===== config.mk =====
export PLATFORM = sky130hd
export DESIGN_NAME = obi_core_port_arbiter
export DESIGN_NICKNAME = d
export VERILOG_FILES = /design/src/rtl/obi_core_port_arbiter.sv
export SDC_FILE = /design/constraint.sdc
export NUM_CORES = 1
export LEC_CHECK = 0
export CAP_MARGIN = 20
export CORE_AREA = 5 5 107 109
export CTS_CLUSTER_SIZE = 10
export DETAILED_ROUTE_END_ITERATION = 10
export DIE_AREA = 0 0 112 114
export PLACE_DENSITY = 0.74
export REMOVE_ABC_BUFFERS = 1
export SLEW_MARGIN = 20
export SYNTH_ARGS = -nofsm -noshare
export SYNTH_HDL_FRONTEND = slang
export SYNTH_SLANG_ARGS = --single-unit

===== constraint.sdc =====
create_clock -name clk_i -period 2.7 [get_ports clk_i]
set_clock_uncertainty 0.2 [all_clocks]
set_input_delay 0.27 -clock clk_i [delete_from_list [all_inputs] [get_ports clk_i]]
set_output_delay 0.27 -clock clk_i [all_outputs]
set_load 0.01 [all_outputs]

===== src/rtl/obi_core_port_arbiter.sv =====
// Round-robin arbiter that folds NUM_PORTS OBI managers onto one OBI manager port.
// Issued port indices are queued in order so each response returns to its originator.
module obi_core_port_arbiter #(
  parameter int NUM_PORTS       = 2,
  parameter int ADDR_WIDTH      = 32,
  parameter int DATA_WIDTH      = 32,
  parameter int MAX_OUTSTANDING = 4
) (
  input  logic                                  clk_i,
  input  logic                                  rst_i,
  input  logic [NUM_PORTS-1:0]                  sbr_req_i,
  input  logic [NUM_PORTS*ADDR_WIDTH-1:0]       sbr_addr_i,
  input  logic [NUM_PORTS-1:0]                  sbr_we_i,
  input  logic [NUM_PORTS*DATA_WIDTH/8-1:0]     sbr_be_i,
  input  logic [NUM_PORTS*DATA_WIDTH-1:0]       sbr_wdata_i,
  output logic [NUM_PORTS-1:0]                  sbr_gnt_o,
  output logic [NUM_PORTS-1:0]                  sbr_rvalid_o,
  output logic [DATA_WIDTH-1:0]                 sbr_rdata_o,
  output logic                                  mgr_req_o,
  output logic [ADDR_WIDTH-1:0]                 mgr_addr_o,
  output logic                                  mgr_we_o,
  output logic [DATA_WIDTH/8-1:0]               mgr_be_o,
  output logic [DATA_WIDTH-1:0]                 mgr_wdata_o,
  input  logic                                  mgr_gnt_i,
  input  logic                                  mgr_rvalid_i,
  input  logic [DATA_WIDTH-1:0]                 mgr_rdata_i,
  output logic [$clog2(MAX_OUTSTANDING+1)-1:0]  outstanding_o,
  output logic                                  protocol_err_o
);

  localparam int IDX_W = $clog2(NUM_PORTS);
  localparam int BE_W  = DATA_WIDTH / 8;
  localparam int CNT_W = $clog2(MAX_OUTSTANDING + 1);
  localparam int PTR_W = (MAX_OUTSTANDING > 1) ? $clog2(MAX_OUTSTANDING) : 1;
  localparam logic [CNT_W-1:0] CNT_MAX = CNT_W'(MAX_OUTSTANDING);
  localparam logic [PTR_W-1:0] PTR_LAST = PTR_W'(MAX_OUTSTANDING - 1);
  localparam logic [IDX_W-1:0] IDX_LAST = IDX_W'(NUM_PORTS - 1);

  logic [IDX_W-1:0] rr_ptr_q, rr_ptr_d;
  logic             lock_q, lock_d;
  logic [IDX_W-1:0] held_q, held_d;
  logic [IDX_W-1:0] fifo_q [MAX_OUTSTANDING];
  logic [IDX_W-1:0] fifo_d [MAX_OUTSTANDING];
  logic [PTR_W-1:0] wr_ptr_q, wr_ptr_d;
  logic [PTR_W-1:0] rd_ptr_q, rd_ptr_d;
  logic [CNT_W-1:0] count_q, count_d;
  logic             err_q, err_d;

  logic [IDX_W-1:0] sel;
  logic [IDX_W-1:0] cand;
  logic             found;
  logic             full;
  logic             empty;
  logic             issue;
  logic             hs;
  logic             pop;
  int               k;

  always_comb begin
    sel   = rr_ptr_q;
    cand  = rr_ptr_q;
    found = 1'b0;
    k     = 0;
    if (lock_q) begin
      sel = held_q;
    end else begin
      for (int i = 0; i < NUM_PORTS; i++) begin
        k = int'(rr_ptr_q) + i;
        if (k >= NUM_PORTS) k = k - NUM_PORTS;
        cand = IDX_W'(k);
        if (!found && sbr_req_i[cand]) begin
          found = 1'b1;
          sel   = cand;
        end
      end
    end

    full  = (count_q == CNT_MAX);
    empty = (count_q == '0);
    // Full blocks issue regardless of a same-cycle pop: keeps rvalid off the req path.
    issue = sbr_req_i[sel] & ~full;
    hs    = issue & mgr_gnt_i;
    pop   = mgr_rvalid_i & ~empty;
  end

  always_comb begin
    rr_ptr_d = rr_ptr_q;
    lock_d   = lock_q;
    held_d   = held_q;
    fifo_d   = fifo_q;
    wr_ptr_d = wr_ptr_q;
    rd_ptr_d = rd_ptr_q;
    count_d  = count_q;
    err_d    = err_q;

    if (!full) begin
      if (lock_q && !sbr_req_i[held_q]) begin
        lock_d = 1'b0;
        err_d  = 1'b1;
      end else if (hs) begin
        lock_d = 1'b0;
      end else if (issue) begin
        lock_d = 1'b1;
        held_d = sel;
      end
    end

    if (hs) begin
      rr_ptr_d         = (sel == IDX_LAST) ? '0 : sel + 1'b1;
      fifo_d[wr_ptr_q] = sel;
      wr_ptr_d         = (wr_ptr_q == PTR_LAST) ? '0 : wr_ptr_q + 1'b1;
    end

    if (pop) begin
      rd_ptr_d = (rd_ptr_q == PTR_LAST) ? '0 : rd_ptr_q + 1'b1;
    end

    if (mgr_rvalid_i && empty) err_d = 1'b1;

    case ({hs, pop})
      2'b10:   count_d = count_q + 1'b1;
      2'b01:   count_d = count_q - 1'b1;
      default: count_d = count_q;
    endcase
  end

  always_ff @(posedge clk_i) begin
    if (rst_i) begin
      rr_ptr_q <= '0;
      lock_q   <= 1'b0;
      held_q   <= '0;
      wr_ptr_q <= '0;
      rd_ptr_q <= '0;
      count_q  <= '0;
      err_q    <= 1'b0;
      for (int i = 0; i < MAX_OUTSTANDING; i++) fifo_q[i] <= '0;
    end else begin
      rr_ptr_q <= rr_ptr_d;
      lock_q   <= lock_d;
      held_q   <= held_d;
      wr_ptr_q <= wr_ptr_d;
      rd_ptr_q <= rd_ptr_d;
      count_q  <= count_d;
      err_q    <= err_d;
      fifo_q   <= fifo_d;
    end
  end

  // Every output is forced low while reset is held.
  always_comb begin
    mgr_req_o      = 1'b0;
    mgr_addr_o     = '0;
    mgr_we_o       = 1'b0;
    mgr_be_o       = '0;
    mgr_wdata_o    = '0;
    sbr_gnt_o      = '0;
    sbr_rvalid_o   = '0;
    sbr_rdata_o    = '0;
    outstanding_o  = '0;
    protocol_err_o = 1'b0;
    if (!rst_i) begin
      mgr_req_o = issue;
      for (int p = 0; p < NUM_PORTS; p++) begin
        if (sel == IDX_W'(p)) begin
          mgr_addr_o  = sbr_addr_i[p*ADDR_WIDTH +: ADDR_WIDTH];
          mgr_we_o    = sbr_we_i[p];
          mgr_be_o    = sbr_be_i[p*BE_W +: BE_W];
          mgr_wdata_o = sbr_wdata_i[p*DATA_WIDTH +: DATA_WIDTH];
        end
      end
      if (hs) sbr_gnt_o[sel] = 1'b1;
      if (pop) sbr_rvalid_o[fifo_q[rd_ptr_q]] = 1'b1;
      sbr_rdata_o    = mgr_rdata_i;
      outstanding_o  = count_q;
      protocol_err_o = err_q;
    end
  end

endmodule


==> results.tsv, run 1 <==
stage	metric	value	unit
timing	relative slew slack	76.1	%
timing	Setup WS post-layout	0.119	ns
power	Pwr Density	344	nW/um2
min_path	hold depth	2	
run_status	status	completed	
layout	Finished Core Util	52.8	%
yosys	Mapped Cells	381	
drt	routed vias	4005	
min_path	worst min path class	primary input to flop	
drt	Starting DRT DRC Count	283	
drt	drt pass-1 iters	4	
power	leak pwr	0.00227	uW
clock_network	CTS sink cnt	15	
clock_network	CTS tree	built	
layout	n_diodes	0	
drt	Remaining DRCs	0	
floorplanning	num rows	38	
timing	upper clock frequency limit	387	MHz
drt	Routed Antenna Nets	0	
global_routing	vias in the first global route	4034	
clock_network	maximum clock path buffer count	2	
yosys	cell taking the most area after synthesis	a21oi_1	
timing	final slew viol count	0	
worst_setup_path	Crit Reg-Reg Endpoint	count_q[2]	
yosys	register area share after synthesis	13.1	%
floorplanning	Die H	114	um
job	Max-Cap Viols	0	
layout	design area	5550	um2
placed_design	number of port buffers	285	
worst_setup_path	worst-path fanout max	28	
yosys	post-synthesis simple-gate area fraction	31.8	%
floorplanning	io pins	286	
global_routing	initial antenna violation count	0	
placed_design	DP HPWL	10400	um
worst_setup_path	Critical Path RT	2.23	ns
placed_design	final RePlAce weighted congestion	0.879	
floorplanning	Initial Util	21.9	%
yosys	top cell type's share of synthesized area	16.3	%
yosys	xor and xnor fraction of the mapped netlist area	0.763	%
yosys	Yosys reg bits	15	
worst_setup_path	CP startpoint kind	flop	
worst_setup_path	Worst R2R Start	count_q[2]	
timing	Worst Tran Pin Value	0.355	ns
clock_network	clock latency at the later pin of the worst-skew pair	0.25	ns
yosys	Synth Area in Adders	4.14	%
min_path	Hold Crit Start	rst_i	
timing	Setup Viol. Count Final	0	
yosys	Post-Syn Area	2300	um2
worst_setup_path	arrival time worst endpoint	2.11	ns
placed_design	Placed Area	5380	um2
yosys	mux cell area share after synthesis	2.02	%
yosys	main combinational cell family by area after synthesis	compound AO/OA/AOI/OAI gates	
global_routing	GRT Util Overall	18.9	%
worst_setup_path	crit path kind	flop to output port	
yosys	Synth Warn #	0	
floorplanning	core area	10500	um2
global_routing	pin count of the biggest net entering global routing	58	
drt	mean number of vias per cell	5.06	
clock_network	clock-pin slew on the worst setup and hold paths	0.07	ns
global_routing	first-pass GRT wire length	20100	um
global_routing	Congestion Overflow GR	0	
drt	wirelength, routed	13900	um
power	peak supply drop	313	uV
floorplanning	Die W	112	um
layout	most common cell after layout, fill and taps aside	clkdlybuf4s50_1	
timing	Sum Neg Setup Slack	0	ns
worst_setup_path	r2r setup slk	0.16	ns
layout	fin nets	835	
layout	synthesis-to-finish area growth	142	%
timing	Final Hold Fails	0	
clock_network	CTS buffer count	3	
yosys	top post-synthesis cells by area	a21oi_1, o21ai_0, nand3_1, dfxtp_1, nor2b_1	
timing	unrepaired setup endpoints after global routing	false	
drt	Avg WL per Cell	17.5	um
clock_network	CTS Hold Bufs	0	
floorplanning	die area	12800	um2
worst_setup_path	Worst Reg2Reg Path Length in Cells	10	
yosys	post-synthesis cell type count	39	
clock_network	CTS root buf	clkbuf_8	
timing	Tmin final	2.58	ns
layout	layout cell share with drive strength beyond 1	6.91	%
yosys	Avg Cell Area, Syn	6.03	um2
layout	fill cell count	997	
timing	Period Utilization, post-route	95.6	%
min_path	Hold EP	count_q[0]	
layout	most frequent cells in the layout	clkdlybuf4s50_1, a21oi_1, o21ai_0	
yosys	Synth Area in Compound Gates	39.3	%
clock_network	CTS HTree Levels	1	
placed_design	pre-CTS setup slack	-0.128	ns
worst_setup_path	Crit. End Element	output port	
==> per-stage QoR <==
| stage | instances | hold WS [ns] | total power [uW] |
|---|---|---|---|
| 6_report | 791 | 0.184 | 1910 |
| 4_1_cts | 786 | 0.192 | 1860 |
| 2_1_floorplan | 336 | 0.139 | 886 |
| 3_5_place_dp | 782 | 0.259 | 1690 |
| 5_1_grt | 791 | 0.203 | 2060 |
| 3_3_place_gp | 782 | 0.257 | 1660 |
==> worst max-delay path by stage <==
stage / startpoint / end / depth (start not counted)
after floorplan: rr_ptr_q / sbr_gnt_o[0] / 4
after global placement: sbr_req_i[0] / mgr_wdata_o[4] / 7
after detailed placement: sbr_req_i[0] / mgr_wdata_o[4] / 7
after CTS: sbr_req_i[0] / mgr_addr_o[0] / 7
after global routing: rr_ptr_q / mgr_addr_o[3] / 6
final: rr_ptr_q / mgr_addr_o[12] / 6
==> repair_timing <==
item | 4_1_cts | 5_1_grt
setup buffers | 0 | 2
pin swaps | 0 | 2
endpoints found under the setup margin | 70 | 51
resized for setup | 22 | 19
cloned | 0 | 3
==> critical path, cell delays in order, from the launching register on <==
cell	delay [ns]
dfxtp_1	0.35
nand2b_1	0.21
o211a_4	0.25
clkbuf_16	0.21
o21ai_0	0.11
a21oi_1	0.16
clkdlybuf4s50_1	0.55
==> synth_stat cells (all sizes together) <==
cell / instances
o211ai: 1
nand2b: 1
mux2i: 2
a32o: 1
ha: 6
clkbuf: 41
o21ai: 72
nor2: 13
and2: 2
xor2: 2
nand3: 71
a31oi: 4
nor3b: 2
or3b: 1
a2111oi: 1
nor2b: 36
mux4: 1
fa: 1
o31ai: 3
a21o: 1
a21oi: 76
nor3: 6
dfxtp: 15
a311oi: 4
nand2: 3
inv: 8
buf: 4
a211oi: 1
o211a: 1
or3: 1
==> cells by family (layout without fill, tap and decap cells) <==
logic type,count (synthesis),count (layout)
muxes,3,3
AOI/OAI and AO/OA,165,165
xor gates and xnor gates,2,2
adders and majority gates,7,7
buffers and inverters,53,323
DFF,15,15
and+or+nand+nor,136,136
==> layout make-up <==
type | count | area [um2] | area share [%]
Clock buffer | 3 | 41.3 | 0.744
Multi-Input combinational cell | 313 | 1820 | 32.8
Clock inverter | 1 | 5.00 | 0.0902
Sequential cell | 15 | 302 | 5.43
Inverter | 8 | 30.0 | 0.541
Tap cell | 140 | 175 | 3.16
Timing Repair Buffer | 311 | 3170 | 57.2
==> power by group <==
part / internal [uW] / total [uW] / leakage (uW) / switching [uW]
Clock: 102 / 186 / 0.0000255 / 83.6
Sequential: 269 / 322 / 0.000123 / 52.4
Combinational: 783 / 1400 / 0.00212 / 620
==> layer usage <==
metal	track usage, %	vias to the layer above	routed length (um)
met1	21.1	1819	5350
met3	5.99	28	1350
met2	33.8	248	6750
li1	-	1910	-
met4	6.65	0	403
met5	0	-	0
==> flip-flops by register name, summed over array words and instances (netlist names) <==
name      count
rr_ptr_q      1
rd_ptr_q      2
fifo_q        4
lock_q        1
count_q       3
wr_ptr_q      2
err_q         1
held_q        1
(Power assumes the default switching activity.)
==> inputs of run 2 (changes only) <==
--- a/config.mk
+++ b/config.mk
@@ -12,7 +12,6 @@
 export DIE_AREA = 0 0 112 114
 export PLACE_DENSITY = 0.74
 export REMOVE_ABC_BUFFERS = 1
-export SLEW_MARGIN = 20
 export SYNTH_ARGS = -nofsm -noshare
 export SYNTH_HDL_FRONTEND = slang
 export SYNTH_SLANG_ARGS = --single-unit
==> results of run 2 <==
Same layout as run 1: the final DEF is identical, and so are final timing and power.
==> inputs of run 3 (changes only) <==
--- a/config.mk
+++ b/config.mk
@@ -5,12 +5,13 @@
 export SDC_FILE = /design/constraint.sdc
 export NUM_CORES = 1
 export LEC_CHECK = 0
+export ABC_AREA = 1
 export CAP_MARGIN = 20
-export CORE_AREA = 5 5 107 109
+export CORE_AREA = 5 5 109 111
 export CTS_CLUSTER_SIZE = 10
 export DETAILED_ROUTE_END_ITERATION = 10
-export DIE_AREA = 0 0 112 114
-export PLACE_DENSITY = 0.74
+export DIE_AREA = 0 0 114 116
+export PLACE_DENSITY = 0.7
 export REMOVE_ABC_BUFFERS = 1
 export SYNTH_ARGS = -nofsm -noshare
 export SYNTH_HDL_FRONTEND = slang
==> run 3 against run 2 <==
Against the previous run: cell count is 7.2% higher; register-to-register slack better by 0.24 ns; global-route usage is 1.0 points lower; routed wire length is 6.5% lower; sequential power is 4% lower; critical path depth is 5 higher; synthesized area is 7.0% lower; first-iteration DRC count is 33% lower; total power is 6.5% lower; utilization is 2.0 points lower; combinational power is 8% lower; largest power group unchanged; highest routed layer is now met5.
==> results.tsv, run 3 <==
stage	metric	value	unit	change
yosys	count leader, synth	nor2_1		was a21oi_1
worst_setup_path	Crit Reg-Reg Endpoint	count_q[2]		unchanged
drt	Routed Antenna Nets	0		unchanged
yosys	Synth Warn #	0		unchanged
power	switching power total	723	uW	was 756 uW
floorplanning	Die H	116	um	was 114 um
min_path	hold depth	1		was 2
global_routing	pin count of the biggest net entering global routing	53		was 58
global_routing	vias in the first global route	3642		was 4034
worst_setup_path	Critical Path RT	2.23	ns	about the same
yosys	Top FF cell, synth	dfxtp_1		unchanged
power	Clock Power Share	10.5	%	was 9.7%
global_routing	Congestion Overflow GR	0		unchanged
yosys	number of flops mapped to enable cells by yosys	0		unchanged
clock_network	CTS tree	built		unchanged
run_status	status	completed		unchanged
floorplanning	num rows	38		unchanged
placed_design	pre-CTS setup slack	-0.0931	ns	was -0.128 ns
yosys	Commonest cells post-synth	nor2_1, o21ai_0, inv_1		was a21oi_1, o21ai_0, nand3_1
clock_network	clock-pin slew on the worst setup and hold paths	0.06	ns	was 0.07 ns
yosys	Mapped Cells	428		was 381
worst_setup_path	Worst Reg2Reg Path Length in Cells	10		unchanged
clock_network	CTS buffer count	3		unchanged
layout	Largest register FFs	4		unchanged
placed_design	number of port buffers	285		unchanged
yosys	Post-Syn Area	2140	um2	was 2300 um2
drt	mean number of vias per cell	4.42		was 5.06
worst_setup_path	worst-path fanout max	22		was 28
drt	Remaining DRCs	0		unchanged
global_routing	initial antenna violation count	1		was 0
drt	Avg WL per Cell	15.3	um	was 17.5 um
worst_setup_path	crit path kind	primary input to output port		was flop to output port
power	peak supply drop	176	uV	was 313 uV
worst_setup_path	Crit. End Element	output port		unchanged
timing	upper clock frequency limit	385	MHz	was 387 MHz
layout	fill cell count	1077		was 997
clock_network	clock latency at the later pin of the worst-skew pair	0.25	ns	about the same
layout	Reg with most FFs	fifo_q		unchanged
floorplanning	Die W	114	um	was 112 um
layout	synthesis-to-finish area growth	154	%	was 142%
clock_network	CTS Hold Bufs	0		unchanged
worst_setup_path	CP startpoint kind	primary input		was flop
yosys	Async SR Flop Fraction	0	%	unchanged
power	Comb power frac	72.2	%	was 73.4%
power	Sw Ratio	40.5	%	was 39.6%
yosys	register area share after synthesis	14.1	%	was 13.1%
clock_network	setup bufs post-CTS	0		unchanged
layout	largest registers	fifo_q: 4 flops, count_q: 3 flops		unchanged
global_routing	first-pass GRT wire length	18900	um	was 20100 um
drt	drt pass-1 iters	4		unchanged
floorplanning	die area	13200	um2	was 12800 um2
yosys	Avg Cell Area, Syn	4.99	um2	was 6.03 um2
clock_network	CTS root buf	clkbuf_8		unchanged
timing	Setup Viol. Count Final	0		unchanged
timing	Tmin final	2.59	ns	was 2.58 ns
min_path	Hold EP	count_q[0]		unchanged
layout	layout cell share with drive strength beyond 1	4.94	%	was 6.91%
power	Pwr Density	329	nW/um2	was 344 nW/um2
drt	Routed met3 length	1290	um	was 1350 um
clock_network	maximum clock path buffer count	2		unchanged
yosys	Yosys reg bits	15		unchanged
worst_setup_path	Worst R2R Start	count_q[0]		was count_q[2]
timing	Final Hold Fails	0		unchanged
drt	wirelength, routed	13000	um	was 13900 um
worst_setup_path	r2r setup slk	0.40	ns	was 0.16 ns
clock_network	CTS sink cnt	15		unchanged
layout	most frequent cells in the layout	clkdlybuf4s50_1, nor2_1, o21ai_0		was clkdlybuf4s50_1, a21oi_1, o21ai_0
yosys	top post-synthesis cells by area	nor2_1, o21ai_0, dfxtp_1, inv_1, nand2_1		was a21oi_1, o21ai_0, nand3_1, dfxtp_1, nor2b_1
drt	Starting DRT DRC Count	190		was 283
min_path	worst min path class	flop to flop		was primary input to flop
yosys	cell taking the most area after synthesis	nor2_1		was a21oi_1
placed_design	DP HPWL	10600	um	was 10400 um
drt	Highest Signal Layer	met5		was met4
timing	unrepaired setup endpoints after global routing	false		unchanged
floorplanning	Initial Util	20.0	%	was 21.9%
power	Int Pwr	1060	uW	was 1150 uW
timing	Sum Neg Setup Slack	0	ns	unchanged
timing	final slew viol count	0		unchanged
min_path	Hold Crit Start	count_q[0]		was rst_i
worst_setup_path	arrival time worst endpoint	2.12	ns	was 2.11 ns
job	Max-Cap Viols	0		unchanged
timing	relative slew slack	76.6	%	was 76.1%
worst_setup_path	CP startpoint	sbr_req_i[0]		was rr_ptr_q
yosys	top cell type's share of synthesized area	33.7	%	was 16.3%
yosys	post-synthesis cell type count	24		was 39
global_routing	GRT Util Overall	17.8	%	was 18.9%
drt	routed vias	3749		was 4005
clock_network	CTS HTree Levels	1		unchanged
layout	fin nets	892		was 835
floorplanning	io pins	286		unchanged
layout	n_diodes	0		unchanged
layout	most common cell after layout, fill and taps aside	clkdlybuf4s50_1		unchanged
drt	met2 routed wirelength	6480	um	was 6750 um
power	leak pwr	0.00304	uW	was 0.00227 uW
floorplanning	core area	10700	um2	was 10500 um2
timing	Setup WS post-layout	0.106	ns	was 0.119 ns
power	Seq pwr share	17.2	%	was 16.8%
timing	Period Utilization, post-route	96.1	%	was 95.6%
timing	Worst Tran Pin Value	0.349	ns	was 0.355 ns
placed_design	final RePlAce weighted congestion	0.943		was 0.879
drt	wl on met1	4850	um	was 5350 um
-- run 3: area by class of cell --
| type | count | area, um2 | share of cell area, % |
|---|---|---|---|
| Timing Repair Buffer | 304 | 3200 | 58.9 |
| Inverter | 53 | 205 | 3.77 |
| Multi-Input combinational cell | 332 | 1510 | 27.8 |
| Tap cell | 140 | 175 | 3.22 |
| Clock buffer | 4 | 45.0 | 0.828 |
| Sequential cell | 15 | 300 | 5.52 |
-- run 3: cell families (layout without fill, tap and decap cells) --
group                    after synthesis  count (layout)  share of synthesized area, %
AND/OR/NAND/NOR                      231             231                          43.1
AO/OA/AOI/OAI                         94              94                          23.1
buffers and inverters                 81             361                          15.3
flip-flops                            15              15                          14.1
adder cells (fa/ha/maj)                7               7                          4.45
-- run 3: worst max-delay path by stage --
stage	depth (start not counted)	endpoint
after floorplan	14	count_q[2]
after detailed placement	11	mgr_wdata_o[30]
final	11	mgr_wdata_o[3]
after CTS	10	mgr_wdata_o[2]
after global routing	16	count_q[2]
after global placement	11	mgr_wdata_o[30]
-- run 3: repair_timing --
action | 4_1_cts | 5_1_grt
endpoints found under the setup margin | 6 | 47
endpoints found under the hold margin | 0 | 0
gates cloned | 1 | 1
resized for setup | 21 | 52
pin swaps | 0 | 0
-- run 3: metrics by stage --
step / total power [uW] / instances / cell area [um2] / hold slack, ns / utilization, %
2_1_floorplan: 826 / 400 / 2010 / 0.132 / -
3_3_place_gp: 1580 / 842 / 5230 / 0.263 / 48.9
3_5_place_dp: 1610 / 842 / 5230 / 0.265 / 48.9
4_1_cts: 1810 / 847 / 5280 / 0.277 / 49.4
5_1_grt: 1930 / 848 / 5440 / 0.305 / 50.8
6_report: 1790 / 848 / 5440 / 0.279 / 50.8
-- run 3: worst max-delay path: stages --
cell and delay (ns):
clkdlybuf4s50_1 0.52, inv_1 0.07, nand2_1 0.05, nand2_1 0.06, nand2_2 0.09, nand2_4 0.10, inv_6 0.11, buf_12 0.16
nor2_1 0.05, nor2_1 0.09, clkdlybuf4s50_1 0.54
-- run 3: power by group through the flow --
| stage | Clock [uW] | Sequential (uW) | Combinational (uW) |
|---|---|---|---|
| 3_3_place_gp | 0 | 309 | 1270 |
| 6_report | 188 | 308 | 1290 |
| 2_1_floorplan | 0 | 303 | 523 |
| 3_5_place_dp | 0 | 312 | 1300 |
| 4_1_cts | 191 | 307 | 1310 |
| 5_1_grt | 207 | 315 | 1410 |
-- run 3: metal layers --
| layer | up-vias | track usage [%] |
|---|---|---|
| met2 | 198 | 33.8 |
| met3 | 27 | 5.85 |
| met5 | - | 0 |
| li1 | 1883 | - |
| met1 | 1639 | 18.6 |
| met4 | 2 | 5.62 |
